File: src/rtl/area_scan_ctrl.sv
// area_scan_ctrl: raster scan of a ROWS x COLS pixel matrix with a 4-stage ring animation.
// rev 1.0 -- initial release
`default_nettype none

module area_scan_ctrl #(
  parameter logic [6:0] ROWS        = 7'd54,
  parameter logic [6:0] COLS        = 7'd64,
  parameter logic [7:0] HOLD_FRAMES = 8'd4
) (
  input  logic       clk,
  input  logic       rst_n,
  input  logic       start,
  input  logic       stop,
  input  logic       pix_ready,
  input  logic       judge1,
  input  logic       judge2,
  input  logic       judge3,
  output logic [6:0] row_now,
  output logic [6:0] col_now,
  output logic       pix_valid,
  output logic       pix_on,
  output logic [1:0] stage,
  output logic       frame_done,
  output logic       busy
);

  typedef enum logic [1:0] {
    S_IDLE = 2'd0,
    S_SCAN = 2'd1,
    S_FEND = 2'd2
  } state_t;

  state_t      r_state;
  logic [6:0]  r_row;
  logic [6:0]  r_col;
  logic        r_valid;
  logic        r_fdone;
  logic        r_busy;
  logic [1:0]  r_stage;
  logic [7:0]  r_frame_cnt;
  logic        r_stop_pend;

  logic        w_adv;
  logic        w_last_col;
  logic        w_last_row;
  logic        w_last_hold;
  logic        w_ring;

  assign w_adv       = r_valid & pix_ready;
  assign w_last_col  = (r_col >= COLS - 7'd1);
  assign w_last_row  = (r_row >= ROWS - 7'd1);
  assign w_last_hold = (r_frame_cnt >= HOLD_FRAMES - 8'd1);

  always_ff @(posedge clk or negedge rst_n) begin
    if (!rst_n) begin
      r_state     <= S_IDLE;
      r_row       <= 7'd0;
      r_col       <= 7'd0;
      r_valid     <= 1'b0;
      r_fdone     <= 1'b0;
      r_busy      <= 1'b0;
      r_stage     <= 2'd0;
      r_frame_cnt <= 8'd0;
      r_stop_pend <= 1'b0;
    end else begin
      case (r_state)
        S_IDLE: begin
          // start wins over a simultaneous stop; stop is not latched while idle
          if (start) begin
            r_state <= S_SCAN;
            r_row   <= 7'd0;
            r_col   <= 7'd0;
            r_valid <= 1'b1;
            r_busy  <= 1'b1;
          end
        end

        S_SCAN: begin
          if (stop) begin
            r_stop_pend <= 1'b1;
          end
          if (w_adv) begin
            if (!w_last_col) begin
              r_col <= r_col + 7'd1;
            end else begin
              r_col <= 7'd0;
              if (!w_last_row) begin
                r_row <= r_row + 7'd1;
              end else begin
                r_row   <= 7'd0;
                r_state <= S_FEND;
                r_valid <= 1'b0;
                r_fdone <= 1'b1;
              end
            end
          end
        end

        S_FEND: begin
          r_fdone <= 1'b0;
          if (w_last_hold) begin
            r_frame_cnt <= 8'd0;
            r_stage     <= r_stage + 2'd1;
          end else begin
            r_frame_cnt <= r_frame_cnt + 8'd1;
          end
          // a stop arriving on the boundary cycle itself also halts here
          if (r_stop_pend || stop) begin
            r_state     <= S_IDLE;
            r_busy      <= 1'b0;
            r_stop_pend <= 1'b0;
          end else begin
            r_state <= S_SCAN;
            r_valid <= 1'b1;
          end
        end

        default: begin
          r_state     <= S_IDLE;
          r_row       <= 7'd0;
          r_col       <= 7'd0;
          r_valid     <= 1'b0;
          r_fdone     <= 1'b0;
          r_busy      <= 1'b0;
          r_stop_pend <= 1'b0;
        end
      endcase
    end
  end

  always_comb begin
    w_ring = 1'b0;
    case (r_stage)
      2'd0:    w_ring = judge1;
      2'd1:    w_ring = judge1 | judge2;
      2'd2:    w_ring = judge1 | judge2 | judge3;
      default: w_ring = 1'b0;
    endcase
  end

  assign row_now    = r_row;
  assign col_now    = r_col;
  assign pix_valid  = r_valid;
  assign pix_on     = r_valid & w_ring;
  assign stage      = r_stage;
  assign frame_done = r_fdone;
  assign busy       = r_busy;

endmodule

`default_nettype wire

File: config.mk
export PLATFORM = sky130hd
export DESIGN_NAME = area_scan_ctrl
export DESIGN_NICKNAME = d
export VERILOG_FILES = /design/src/rtl/area_scan_ctrl.sv
export SDC_FILE = /design/constraint.sdc
export NUM_CORES = 1
export LEC_CHECK = 0
export ABC_AREA = 1
export BUFFER_PORTS_ARGS = -buffer_cell sky130_fd_sc_hd__buf_2
export CORE_MARGIN = 5
export CORE_UTILIZATION = 50
export CTS_CLUSTER_DIAMETER = 30
export DETAILED_ROUTE_END_ITERATION = 10
export PLACE_DENSITY = 0.72
export SLEW_MARGIN = 20
export SYNTH_ARGS = -nofsm -noshare
export SYNTH_HDL_FRONTEND = slang
export SYNTH_SLANG_ARGS = --single-unit
File: constraint.sdc
create_clock -name clk -period 1.7 [get_ports clk]
set_input_delay 0.085 -clock clk [delete_from_list [all_inputs] [get_ports clk]]
set_output_delay 0.085 -clock clk [all_outputs]
set_load 0.02 [all_outputs]
==> impl_metrics.csv <==
group,metric,value,unit
clock_network,clockBufferDepth,2,
logic_synthesis,async_reset_ff_frac,1.00,
routing,totalWireLength,3.09,mm
clock_network,clk_pin_slew_worst_paths,0.09,ns
finish,final_cells,273,
logic_synthesis,yosys.area_share.adder,0.0608,
global_route,grt_start_max_net_pins,31,
setup_path,endpoint_kind,"output port",
finish,multiInputGateArea,761,sq um
setup_path,cp_data_required_time,1.62,ns
routing,wl_per_cell,11.3,microns
global_route,gr-total-overflow,0,
setup_path,critPathLaunchType,"flip-flop",
logic_synthesis,syn_nets,209,
logic_synthesis,synth_seq_cells,30,
power,powerDensity,615,nW/um^2
logic_synthesis,yosys_warnings,0,
die,initial_core_util,0.530,
placement,globalplace.congestion,0.804,
global_route,grt_pass1_vias,1203,
routing,vias_per_cell,4.78,
setup_path,crit_arrival,1.50,ns
logic_synthesis,synth.top_cell.area_share,0.456,
sta,fin_worst_skew,0.00920,ns
setup_path,path_cells,"inv_1 -> ha_1 -> nand2_1 -> a311oi_1 -> buf_2",
power,leakagePower,1.05,nW
sta,worstMarginPinSlew,0.664,ns
clock_network,cts_made_buffers,5,
die,dieArea,4540,sq um
global_route,grt_pass1_wl,5.29,mm
setup_path,crit_cells,5,
sta,hold_viol,0,
die,die_w,67.4,microns
sta,final_max_slew_viol_count,0,
setup_path,crit_slowest_cell,"dfrtp_1",
logic_synthesis,synth_top_family_by_area,"simple AND/OR/NAND/NOR gates",
setup_path,worst-r2r-cell-count,11,
sta,tns,0,ns
placement,placedCellCount,263,
clock_network,cts_root_buf,"clkbuf_4",
min_path,min_path_type,"in2reg",
finish,n_antenna_cell,0,
setup_path,critPathKind,"reg2out",
logic_synthesis,yosysMostFrequentCell,"nand2_1",
routing,vias,1305,
routing,post-route-drc-count,0,
logic_synthesis,muxShareOfSynthArea,0,
sta,setup_ws,0.113,ns
finish,fillCellCount,294,
sta,max-slew-margin-rel,0.558,
global_route,antenna_found_initial,0,
logic_synthesis,post_synth.cell_area_avg,8.53,sq um
logic_synthesis,synth-edff-count,0,
sta,timing.final.crit_share,0.934,
clock_network,cts_tree,"done",
power,peakVddDrop,0.000389,V
finish,final_net_count,244,
global_route,grt_usage,0.157,
placement,postPlaceCellArea,1830,sq um
logic_synthesis,yosys-top-cells-area,"dfrtp_1 (46%), nand2_1 (8.2%), inv_1 (6.4%)",
sta,setup_viol,0,
finish,stdcell_area,1910,sq um
finish,syn2layout_area_growth,16.1,%
sta,fmax,0.630,GHz
logic_synthesis,synth_compound_area_frac,0.0730,
finish,drive_gt1_frac,0.258,
sta,rsz0062_at_grt,"false",
placement,place.detailed.hpwl,2.35,mm
setup_path,critPathBufInv,2,
routing,ant_nets,0,
setup_path,max_stage_delay,0.42,ns
die,die_h,67.4,microns
setup_path,cpLargestDelayFamily,"flip-flops",
die,num_io_pins,28,
finish,seq_area,751,sq um
logic_synthesis,synth-simple-area-share,0.295,
min_path,whs_path_depth,3,
flow_run,maxCapViolations,0,
setup_path,crit_path_max_fanout,4,
logic_synthesis,synth_common_cells,"nand2_1 (36), dfrtp_1 (30), inv_1 (28)",
clock_network,clk_latency,0.32,ns
die,core,3100,sq um
logic_synthesis,ys_types,29,
placement,place_ws,0.179,ns
logic_synthesis,synthFlopType,"dfrtp_1",
routing,drtIter0Drc,55,
logic_synthesis,yosysTopAreaCell,"dfrtp_1",
status,status,"complete, no violations",
routing,drt_first_pass_iters,4,
logic_synthesis,synth_xor_area_frac,0.0319,
clock_network,cts_sinks,30,
logic_synthesis,syn_inst,193,
clock_network,htree_levels,2,
sta,min_period,1.59,ns
logic_synthesis,synth_area,1650,sq um
die,std_cell_rows,20,
placement,portBuffers,27,
logic_synthesis,ys_seq_area_frac,0.456,
[registers in the layout, indices dropped and copies added (netlist names)]
name,cells
r_stop_pend,1
col_now,7
stage,2
row_now,7
r_state,2
frame_done,1
pix_valid,1
busy,1
r_frame_cnt,8
[cells in the final DEF, fill, tap and decap left out, drive strengths merged]
cell type,instances
nand2,44
inv,33
nor2,31
dfrtp,30
buf,28
nand3,9
o21ai,9
ha,8
clkbuf,7
nand4,6
a21oi,5
xor2,5
nor3,4
o21a,2
or2,1
a311oi,1
a31oi,1
xnor2,1
nand3b,1
a22o,1
clkinv,1
dlygate4sd3,1
[per-layer routing]
| metal | wire [microns] | vias up | track usage |
|---|---|---|---|
| met2 | 1370 | 33 | 0.239 |
| met3 | 140 | 5 | 0.0399 |
| met1 | 1540 | 592 | 0.215 |
| met5 | 0 | - | 0 |
| met4 | 44 | 0 | 0.0608 |
| li1 | - | 675 | - |
[power by group]
group | total, mW | switching [mW] | internal (mW)
combinational | 0.0292 | 0.0196 | 0.00964
sequential | 0.715 | 0.000466 | 0.714
clock | 0.431 | 0.231 | 0.200
[area by class of cell]
type,count,area share
clock buffers,7,0.0288
clock inverters,1,0.00262
inverters,33,0.0688
multi-input cells,129,0.398
flip-flops and latches,30,0.393
well taps,44,0.0288
repair buffers,29,0.0799
[kinds of logic (layout without fill, tap and decap cells)]
logic type | after synthesis | count (layout)
adders and majority gates | 8 | 8
xor gates and xnor gates | 6 | 6
AOI/OAI and AO/OA | 19 | 19
and+or+nand+nor | 96 | 96
buffers and inverters | 34 | 70
DFF | 30 | 30
[worst register-to-register path, cell delays in order (launching register included)]
cell and delay, ns:
dfrtp_1 0.42, inv_1 0.12, ha_1 0.19, inv_1 0.05, nand2_1 0.06, nand2_1 0.04
nand2_1 0.06, nand2_1 0.05, nand2_2 0.12, nand2_1 0.06, o21ai_0 0.14, nand2_1 0.07
[repair_timing]
action / in CTS / in global routing
buffers inserted: 0 / 1
setup endpoints to repair: 0 / 2
resized for setup: 0 / 2
hold endpoints to repair: 30 / 0
hold buffers: 1 / 0
[path summary, 6_finish.rpt]
check                      slack [ns]            from        endpoint
setup / recovery                 0.11        stage[1]          pix_on
hold / removal                   0.01            stop     r_stop_pend
setup reg to reg                 0.21      row_now[1]      frame_done
hold reg to reg                  0.49  r_frame_cnt[0]  r_frame_cnt[0]
max in group asynchronous        0.94           rst_n      col_now[1]
min in group asynchronous        0.33           rst_n      col_now[0]
[through the flow]
| step | hold WS (ns) | power [mW] | util |
|---|---|---|---|
| floorplan | -0.211 | 0.734 | - |
| global placement | 0.160 | 0.757 | 0.590 |
| detailed placement | 0.163 | 0.758 | 0.590 |
| CTS | 0.00601 | 1.20 | 0.613 |
| global route | 0.0259 | 1.25 | 0.616 |
| finish | 0.0143 | 1.18 | 0.616 |
Note: power is estimated with default switching activity, not from simulation.
